$ cat config.mk
export PLATFORM = sky130hd
export DESIGN_NAME = aes_inv_cipher_core_flat
export DESIGN_NICKNAME = d
export VERILOG_FILES = /design/src/rtl/aes_inv_cipher_core_if.sv /design/src/rtl/aes_inv_cipher_core.sv /design/src/flat_wrapper.sv
export SDC_FILE = /design/constraint.sdc
export NUM_CORES = 2
export LEC_CHECK = 0
export CAP_MARGIN = 10
export CORE_MARGIN = 2
export CORE_UTILIZATION = 33
export CTS_CLUSTER_SIZE = 16
export DETAILED_ROUTE_END_ITERATION = 8
export GPL_ROUTABILITY_DRIVEN = 1
export PLACE_DENSITY = 0.5
export SLEW_MARGIN = 0
export SYNTH_ARGS = -nofsm -noshare
export SYNTH_HDL_FRONTEND = slang
export SYNTH_SLANG_ARGS = --single-unit
export TNS_END_PERCENT = 100
$ cat constraint.sdc
create_clock -name clk -period 14.8 [get_ports clk]
set_input_delay 1.48 -clock clk [delete_from_list [all_inputs] [get_ports clk]]
set_output_delay 1.48 -clock clk [all_outputs]
set_load 0.05 [all_outputs]
$ cat src/rtl/aes_inv_cipher_core_if.sv
// rtl/aes_inv_cipher_core_if.sv - request, round-key fetch and result signals of the AES-128 inverse cipher core
interface aes_inv_cipher_core_if;
  logic         start;
  logic [127:0] ct_in;
  logic [3:0]   rk_addr;
  logic [127:0] rk_data;
  logic         busy;
  logic         done;
  logic [127:0] pt_out;

  modport master (
    output start, ct_in, rk_data,
    input  rk_addr, busy, done, pt_out
  );

  modport slave (
    input  start, ct_in, rk_data,
    output rk_addr, busy, done, pt_out
  );
endinterface

$ cat src/rtl/aes_inv_cipher_core.sv
// rtl/aes_inv_cipher_core.sv - iterative AES-128 inverse cipher, one inverse round per clock
module aes_inv_cipher_core (
  input  logic                 clk,
  input  logic                 rst,
  aes_inv_cipher_core_if.slave bus
);

  // Entry x lives at bits [2047-8x -: 8].
  localparam logic [2047:0] INV_SBOX = {
    128'h52096ad53036a538bf40a39e81f3d7fb,
    128'h7ce339829b2fff87348e4344c4dee9cb,
    128'h547b9432a6c2233dee4c950b42fac34e,
    128'h082ea16628d924b2765ba2496d8bd125,
    128'h72f8f66486689816d4a45ccc5d65b692,
    128'h6c704850fdedb9da5e154657a78d9d84,
    128'h90d8ab008cbcd30af7e45805b8b34506,
    128'hd02c1e8fca3f0f02c1afbd0301138a6b,
    128'h3a9111414f67dcea97f2cfcef0b4e673,
    128'h96ac7422e7ad3585e2f937e81c75df6e,
    128'h47f11a711d29c5896fb7620eaa18be1b,
    128'hfc563e4bc6d279209adbc0fe78cd5af4,
    128'h1fdda8338807c731b11210592780ec5f,
    128'h60517fa919b54a0d2de57a9f93c99cef,
    128'ha0e03b4dae2af5b0c8ebbb3c83539961,
    128'h172b047eba77d626e169146355210c7d
  };

  function automatic logic [7:0] inv_sbox(input logic [7:0] x);
    logic [10:0] off;
    off = 11'd2040 - {x, 3'b000};
    return INV_SBOX[off +: 8];
  endfunction

  function automatic logic [7:0] xtime(input logic [7:0] a);
    return {a[6:0], 1'b0} ^ (a[7] ? 8'h1b : 8'h00);
  endfunction

  // 0E*p ^ 0B*q ^ 0D*s ^ 09*t, every product built from one shared xtime chain per byte
  function automatic logic [7:0] inv_mix_byte(input logic [7:0] p, input logic [7:0] q,
                                              input logic [7:0] s, input logic [7:0] t);
    logic [7:0] p2, p4, p8, q2, q4, q8, s2, s4, s8, t2, t4, t8;
    p2 = xtime(p); p4 = xtime(p2); p8 = xtime(p4);
    q2 = xtime(q); q4 = xtime(q2); q8 = xtime(q4);
    s2 = xtime(s); s4 = xtime(s2); s8 = xtime(s4);
    t2 = xtime(t); t4 = xtime(t2); t8 = xtime(t4);
    return (p8 ^ p4 ^ p2) ^ (q8 ^ q2 ^ q) ^ (s8 ^ s4 ^ s) ^ (t8 ^ t);
  endfunction

  function automatic logic [31:0] inv_mix_col(input logic [31:0] col);
    logic [7:0] a0, a1, a2, a3;
    a0 = col[31:24];
    a1 = col[23:16];
    a2 = col[15:8];
    a3 = col[7:0];
    return {inv_mix_byte(a0, a1, a2, a3), inv_mix_byte(a1, a2, a3, a0),
            inv_mix_byte(a2, a3, a0, a1), inv_mix_byte(a3, a0, a1, a2)};
  endfunction

  typedef enum logic [2:0] {IDLE, PREF, ADD, ROUND, FINAL} state_t;

  state_t       state_q, state_d;
  logic [127:0] st_q, st_d;
  logic [127:0] pt_q, pt_d;
  logic [3:0]   r_q, r_d;
  logic [3:0]   addr_q, addr_d;
  logic         busy_q, busy_d;
  logic         done_q, done_d;

  logic [127:0] isr;
  logic [127:0] isb;
  logic [127:0] ark;
  logic [127:0] imc;

  // Byte (row i, col c) sits at bits [127-8*(4c+i) -: 8]; row i takes its byte from column c-i.
  genvar gc, gi;
  generate
    for (gc = 0; gc < 4; gc++) begin : g_col
      for (gi = 0; gi < 4; gi++) begin : g_row
        assign isr[127-8*(4*gc+gi) -: 8] = st_q[127-8*(4*((gc-gi+4)%4)+gi) -: 8];
        assign isb[127-8*(4*gc+gi) -: 8] = inv_sbox(isr[127-8*(4*gc+gi) -: 8]);
      end
      assign imc[127-32*gc -: 32] = inv_mix_col(ark[127-32*gc -: 32]);
    end
  endgenerate

  assign ark = isb ^ bus.rk_data;

  always_comb begin
    state_d = state_q;
    st_d    = st_q;
    pt_d    = pt_q;
    r_d     = r_q;
    addr_d  = addr_q;
    busy_d  = busy_q;
    done_d  = 1'b0;
    case (state_q)
      IDLE: begin
        if (bus.start) begin
          st_d    = bus.ct_in;
          addr_d  = 4'd10;
          busy_d  = 1'b1;
          state_d = PREF;
        end
      end
      PREF: begin
        addr_d  = 4'd9;
        state_d = ADD;
      end
      ADD: begin
        st_d    = st_q ^ bus.rk_data;
        addr_d  = 4'd8;
        r_d     = 4'd9;
        state_d = ROUND;
      end
      ROUND: begin
        st_d = imc;
        r_d  = r_q - 4'd1;
        // The fetch runs two keys ahead of consumption; the last one needed is rk0.
        if (r_q >= 4'd2) addr_d = r_q - 4'd2;
        if (r_q == 4'd1) state_d = FINAL;
      end
      FINAL: begin
        pt_d    = ark;
        done_d  = 1'b1;
        busy_d  = 1'b0;
        state_d = IDLE;
      end
      default: state_d = IDLE;
    endcase
  end

  always_ff @(posedge clk or posedge rst) begin
    if (rst) begin
      state_q <= IDLE;
      st_q    <= '0;
      pt_q    <= '0;
      r_q     <= '0;
      addr_q  <= '0;
      busy_q  <= 1'b0;
      done_q  <= 1'b0;
    end else begin
      state_q <= state_d;
      st_q    <= st_d;
      pt_q    <= pt_d;
      r_q     <= r_d;
      addr_q  <= addr_d;
      busy_q  <= busy_d;
      done_q  <= done_d;
    end
  end

  assign bus.rk_addr = addr_q;
  assign bus.busy    = busy_q;
  assign bus.done    = done_q;
  assign bus.pt_out  = pt_q;

endmodule

$ cat src/flat_wrapper.sv
// flat-port wrapper written by rule: the top's interface ports become plain ports
module aes_inv_cipher_core_flat 
  (clk, rst, bus_start, bus_ct_in, bus_rk_data, bus_rk_addr, bus_busy, bus_done, bus_pt_out);
  aes_inv_cipher_core_if bus_i ();
  input  logic clk;
  input  logic rst;
  input wire logic [$bits(bus_i.start)-1:0] bus_start;
  input wire logic [$bits(bus_i.ct_in)-1:0] bus_ct_in;
  input wire logic [$bits(bus_i.rk_data)-1:0] bus_rk_data;
  output wire logic [$bits(bus_i.rk_addr)-1:0] bus_rk_addr;
  output wire logic [$bits(bus_i.busy)-1:0] bus_busy;
  output wire logic [$bits(bus_i.done)-1:0] bus_done;
  output wire logic [$bits(bus_i.pt_out)-1:0] bus_pt_out;
  assign bus_i.start = bus_start;
  assign bus_i.ct_in = bus_ct_in;
  assign bus_i.rk_data = bus_rk_data;
  assign bus_rk_addr = bus_i.rk_addr;
  assign bus_busy = bus_i.busy;
  assign bus_done = bus_i.done;
  assign bus_pt_out = bus_i.pt_out;
  aes_inv_cipher_core u_core (.clk(clk), .rst(rst), .bus(bus_i));
endmodule
## After elaboration in Yosys (flattened, before gate mapping)

Cells that the tools add are included.

| storage, ports and cells | value |
|---|---|
| word-level logic and storage cells | 313 |
| input bits | 259 |
| flip-flop bits (word level) | 269 |

| cells by class | value |
|---|---|
| equal/unequal tests | 8 |
| add/subtract/negate cells | 18 |
| reductions and logical operators | 9 |
| bitwise gates (word level) | 194 |
| shifts and indexed selects | 16 |
| magnitude comparators | 1 |
| mux-type cells | 60 |

Operators with widths:

| operator | count |
|---|---|
| $shiftx 2048x12->8 const A | 16 |
| $xor 8x8->8 | 189 |
| $pmux 128 s3 | 1 |
| $xor 128x128->128 | 2 |
| $mux 5 | 48 |
| $sub 11x11->11 const A | 16 |
| $mux 128 | 1 |
| $xor 8x5->8 | 3 |
| $pmux 4 s4 | 1 |
| $pmux 3 s4 | 1 |
| $mux 4 | 2 |
| $pmux 4 s2 | 1 |
| $eq 3x2->1 const B | 2 |
| $mux 3 | 2 |
| $reduce_and 2->1 | 3 |
| $eq 4x1->1 const B | 1 |
| $ge 4x2->1 const B | 1 |
| $ne 2x1->1 const B | 2 |
| $reduce_bool 2->1 | 2 |
| $reduce_bool 4->1 | 1 |
| $sub 4x1->4 const B | 1 |
| $sub 4x2->4 const B | 1 |
| $eq 3x1->1 const B | 1 |
| $eq 3x3->1 const B | 1 |
| other kinds (6) | 7 |

## Depth between registers and ports, before layout

| depth | value |
|---|---|
| depth in word-level cells | 15 |
| depth in mapped cells | 19 |
| mapped depth without buffers | 14 |

## Worst setup path after synthesis

OpenSTA, ideal clock, no wires.

| path | value |
|---|---|
| path type | reg2reg |
| from | reg u_core.st_q[106] |
| to | reg u_core.st_q[60] |
| buffers on the path | 3 |
| setup time | 0.136 ns |
| slack | 9.883 ns |
| data required time | 14.664 ns |
| data arrival time | 4.781 ns |
| stages on the path, launching flop included | 18 |
| cell sequence | dfrtp_1 -> buf_4 -> inv_2 -> clkbuf_1 -> clkbuf_1 -> ha_1 -> nand2b_1 -> o21ai_0 -> a21oi_1 -> o41ai_1 -> nor4_1 -> xnor2_1 -> xor3_2 -> xnor3_1 -> xor3_1 -> xor3_1 -> a221oi_2 -> a21oi_1 |

| between the ends | value |
|---|---|
| word-level cells in the longest chain between the ends | 12 |
| elaborated cells between the ends (all ways) | 14 |
| those cells by class | add/sub (1); shift (1); mux (4); bitwise (8) |

Ends and longest elaborated chain:

| element | RTL line | RTL |
|---|---|---|
| from (decl) | aes_inv_cipher_core.sv:62 | `logic [127:0] st_q, st_d;` |
| from (signal assigned) | aes_inv_cipher_core.sv:143 | `st_q <= st_d;` |
| $sub 11x11->11 (*) | aes_inv_cipher_core.sv:30 | `off = 11'd2040 - {x, 3'b000};` |
| $shiftx 2048x12->8 (*) | aes_inv_cipher_core.sv:31 | `return INV_SBOX[off +: 8];` |
| $xor 128x128->128 (*) | aes_inv_cipher_core.sv:86 | `assign ark = isb ^ bus.rk_data;` |
| $xor 8x8->8 | aes_inv_cipher_core.sv:35 | `return {a[6:0], 1'b0} ^ (a[7] ? 8'h1b : 8'h00);` |
| $mux 5 or $xor 8x8->8 (tied branches) | aes_inv_cipher_core.sv:35 |  |
| $xor 8x8->8 or $mux 5 (tied branches) | aes_inv_cipher_core.sv:35 |  |
| $xor 8x8->8 | aes_inv_cipher_core.sv:35 |  |
| $xor 8x8->8 | aes_inv_cipher_core.sv:46 | `return (p8 ^ p4 ^ p2) ^ (q8 ^ q2 ^ q) ^ (s8 ^ s4 ^ s) ^ (t8 ^ t);` |
| $xor 8x8->8 (*) (3 in series) | aes_inv_cipher_core.sv:46 |  |
| $pmux 128 s3 (*) | aes_inv_cipher_core.sv:96 | `case (state_q)` |

Mark *: on every way between the ends. The rest lies on a longest branch, timed or not.
A chain may end at the register's enable or synchronous reset.

## Final worst setup path

| path | value |
|---|---|
| from | reg u_core.st_q[80] |
| to | reg u_core.st_q[54] |

| between the ends | value |
|---|---|
| word-level cells in the longest chain between the ends | 13 |

Ends and longest elaborated chain:

| element | RTL line |
|---|---|
| $sub 11x11->11 (*) | aes_inv_cipher_core.sv:30 |
| $shiftx 2048x12->8 (*) | aes_inv_cipher_core.sv:31 |
| $xor 128x128->128 (*) | aes_inv_cipher_core.sv:86 |
| $mux 5 | aes_inv_cipher_core.sv:35 |
| $xor 8x8->8 (*) | aes_inv_cipher_core.sv:35 |
| $xor 8x8->8 (2 in series) | aes_inv_cipher_core.sv:35 |
| $xor 8x8->8 | aes_inv_cipher_core.sv:46 |
| $xor 8x8->8 (*) (4 in series) | aes_inv_cipher_core.sv:46 |
| $pmux 128 s3 (*) | aes_inv_cipher_core.sv:96 |

Marked as above.

==> results.md <==
Yosys:
- The dominant cell type by area after synthesis is dfrtp_1.
- The number of distinct library cells after synthesis is 106.
- The per-instance average area after synthesis is 7.17 sq um.
- The async set or reset register ratio after synthesis is 100%.
- The number of enable-type register cells in the synthesized netlist is 0.
- Summing every instance area after synthesis gives 77000 sq um.
- The most common flop cell mapped by yosys is dfrtp_1.
- The proportion of netlist area held by the largest area contributor is 8.74%.
- The total nets after synthesis is 11271.
- The count of yosys warnings during synthesis is 0.
- Counting flops and latches in the post-synthesis netlist gives 269.
- The synthesized netlist cell count is 10743.
- The sequential-to-total area share from yosys stat is 8.74%.
- Ranked by total cell area, the synthesized netlist is headed by dfrtp_1 8.7%, xnor2_1 7.0%, o21ai_0 5.1%, ha_1 4.4%, a21oi_1 4.2%.

Detailed routing:
- Using the TritonRoute via totals, the vias-per-cell ratio works out to 7.04.
- After the first detailed-routing iteration, the DRC count stood at 18121.
- The number of detailed-route iterations in the first pass is 7.
- The routed via count is 93776.
- The final wirelength is 451000 um.
- After detailed routing, the number of remaining DRC violations is 0.
- The detail route stage leaves a number of antenna-violating nets equal to 0.
- The average detailed-routed wire length per instance is 33.9 um.

Timing:
- Counting I/O delays and the setup requirement, the final critical path takes 6.93 ns.
- In the final timing run, aggregate negative setup slack is 0 ns.
- Setup repair after global routing left no endpoint under its margin.
- The max-slew violation count is 0.
- The achievable frequency is 144 MHz.
- The number of failing hold endpoints at the final stage is 0.
- Measured against its own limit, the worst slew margin works out to 2.35%.
- Dividing the final minimum period by the clock period gives 46.8%.
- The number of failing setup endpoints in the final timing report is 0.
- On the final layout, the worst clock skew is 0.0673 ns.
- The pin slew with the least headroom to its limit is 1.46 ns.

Worst setup path:
- In this design, the stage delay of the slowest critical-path cell is 1.05 ns.
- On the critical path the largest part of the delay comes from XOR/XNOR gates.
- Traced cell by cell, the critical path runs through inv_1 > ha_1 > nor2b_1 > nor2_1 > mux4_2 > mux4_2 > o22ai_1 > xnor2_1 > xnor2_1 > xor2_1 > xnor3_1 > xnor2_1 > a21oi_1 > a21oi_1.
- The critical path data arrival time is 7.56 ns.
- For this design, the slowest cell found on the critical path is dfrtp_1.
- The critical path launch point type is a flop.
- The required time at the endpoint of the critical path is 15.42 ns.
- Together, buffers and inverters on the worst path number 1.
- By instance count, the cell type seen most on the critical path is xnor2_1.
- The peak fanout along the critical path is 22.
- The worst setup path is captured at a flop.
- The worst setup path is of the flop to flop kind.

Place:
- Port buffering added 392 buffers.
- Once detailed placement completed, the half-perimeter wirelength came to 320000 um.
- Including well taps, the total number of placed cells is 13209.
- At the end of routability-driven placement, the weighted congestion stood at 1.04.

Clock tree:
- The number of buffers inserted to repair setup after CTS is 0.
- The H-tree generated during clock tree synthesis spans 2 levels.
- CTS placed an instance of clkbuf_16 at the clock tree root.
- Clock tree synthesis inserted a total of 46 buffers.
- The tree built by TritonCTS fans out to 269 sinks.
- The clock reaches the later pin of the worst-skew pair after 0.70 ns.
- The clock slew seen by the registers of the worst setup and hold paths is 0.06 ns.
- TritonCTS built the clock tree.
- The number of buffers inserted for hold repair after clock tree synthesis is 0.
- The clock passes through at most 3 buffers.
- The number of instances resized during post-cts repair is 0.

Die:
- The die is 487 um wide.
- The number of primary I/O pins is 393.
- Once the floorplan was initialized, standard cells occupied 33.2% of the core.
- The floorplan row count is 177.
- From bottom edge to top edge, the die measures 487 um.
- The die covers 237000 sq um.
- In this run the standard cell core region covers 232000 sq um.

Global routing:
- For met3 alone, demand over resource in global routing was 6.47%.
- The initial antenna violation count is 40.
- The largest net degree at the start of global routing is 97.
- The first global-routing pass estimated 646000 um of wire.
- After global routing the overflow that remains totals 0.
- Global routing consumed, on the met2 layer, 55.0% of the routing resources.
- Global routing used 36.0% of the available tracks across all layers.
- met2 is the most crowded layer.
- The met1 track utilization from global routing is 47.9%.
- The via count of the first global-routing pass is 86185.

Finish:
- The library cells used most frequently in the layout, excluding fill and tap cells, are 847 x nand2_1, 781 x o21ai_0, 651 x a21oi_1, 637 x nor2_1, 620 x xnor2_1.
- After the flow finishes, the layout carries non-filler instances totaling 13317.
- The ratio of cells with drive above 1 in the final layout is 8.48%.
- The area added between synthesis and finish is 8.25%.
- For this run, the post-layout net count is 10742.
- The commonest non-fill, non-tap cell in the layout is nand2_1.

Min path:
- In this run the worst hold path is classified as flop to flop.

Run status:
- The flow ran to the end, and the final reports show no timing, DRC or antenna violations.

Run:
- The count of maximum capacitance violations is 0.
==> logic make-up (layout without fill, tap and decap cells) <==
family | count (synthesis) | after routing | synth area share (%)
compound gates | 3826 | 3826 | 35.1
xor+xnor | 1058 | 1058 | 13.5
fa+ha+maj | 269 | 269 | 4.37
buf+inv | 1453 | 962 | 8.11
flops | 269 | 269 | 8.74
mux | 344 | 344 | 6.82
other cells | 0 | 22 | 0
simple gates | 3524 | 3524 | 23.4
==> per-layer routing <==
layer  up-vias  routed length (um)
met1     45516              179000
met2      7349              195000
met4        24               30700
li1      39522                   -
met3      1365               47300
met5         -                 141
==> state kept, by name (all words and copies together), names as in the netlist <==
register and flops:
u_core.st_q 128, u_core.bus.busy 1, u_core.bus.done 1, u_core.r_q 4, u_core.bus.pt_out 128, u_core.bus.rk_addr 4, u_core.state_q 3
==> worst paths after layout <==
| kind | slack [ns] | cells after the start | end | start |
|---|---|---|---|---|
| max | 7.87 | 14 | u_core.st_q[54] | u_core.st_q[80] |
| min | 0.47 | 2 | u_core.bus.pt_out[44] | u_core.bus.pt_out[44] |
| max reg2reg | 7.87 | 14 | u_core.st_q[54] | u_core.st_q[80] |
| min reg2reg | 0.47 | 2 | u_core.bus.pt_out[44] | u_core.bus.pt_out[44] |
| max in group asynchronous | 11.15 | 4 | u_core.st_q[34] | rst |
| min in group asynchronous | 1.27 | 2 | u_core.bus.pt_out[12] | rst |
==> per-stage QoR <==
step	setup WS (ns)	util (%)	hold slack [ns]	area [sq um]
CTS	8.02	35.9	0.478	83300
finish	7.87	35.9	0.474	83400
floorplan	5.91	-	0.483	77000
global route	7.70	35.9	0.492	83400
global placement	7.98	35.1	0.462	81600
detailed placement	8.06	35.1	0.464	81600
==> tightest hold or removal path: cells and delay by family (launching register included) <==
kind,cells,cell delay [ns]
DFF,1,0.34
and+or+nand+nor,2,0.10
==> Yosys cell counts, drive strengths merged, types with 70 or more instances <==
cell,n
mux4,138
o311ai,147
inv,172
o31ai,122
a31oi,215
nand3,275
o22ai,85
nand2b,419
a221oi,137
and2,122
xor2,359
dfrtp,269
o21ai,789
or3,94
mux2i,142
nor2b,338
o211ai,178
clkbuf,653
ha,269
a222oi,104
xnor2,635
a32oi,77
nor2,641
nor3b,70
o221ai,102
nand2,850
or2,115
nor3,276
buf,601
a21oi,651
a211oi,209
a311oi,184
==> cell type report <==
type | count | area (sq um)
well taps | 3043 | 3810
inverters | 199 | 754
diodes | 22 | 55.1
fillers | 24717 | 149000
multi-input cells | 9021 | 64100
flip-flops and latches | 269 | 6860
repair buffers | 677 | 6060
clock buffers | 61 | 1300
clock inverters | 25 | 438
Power is not shown: default switching activity piles up to over one toggle a cycle in this logic, so the estimate is an artifact.
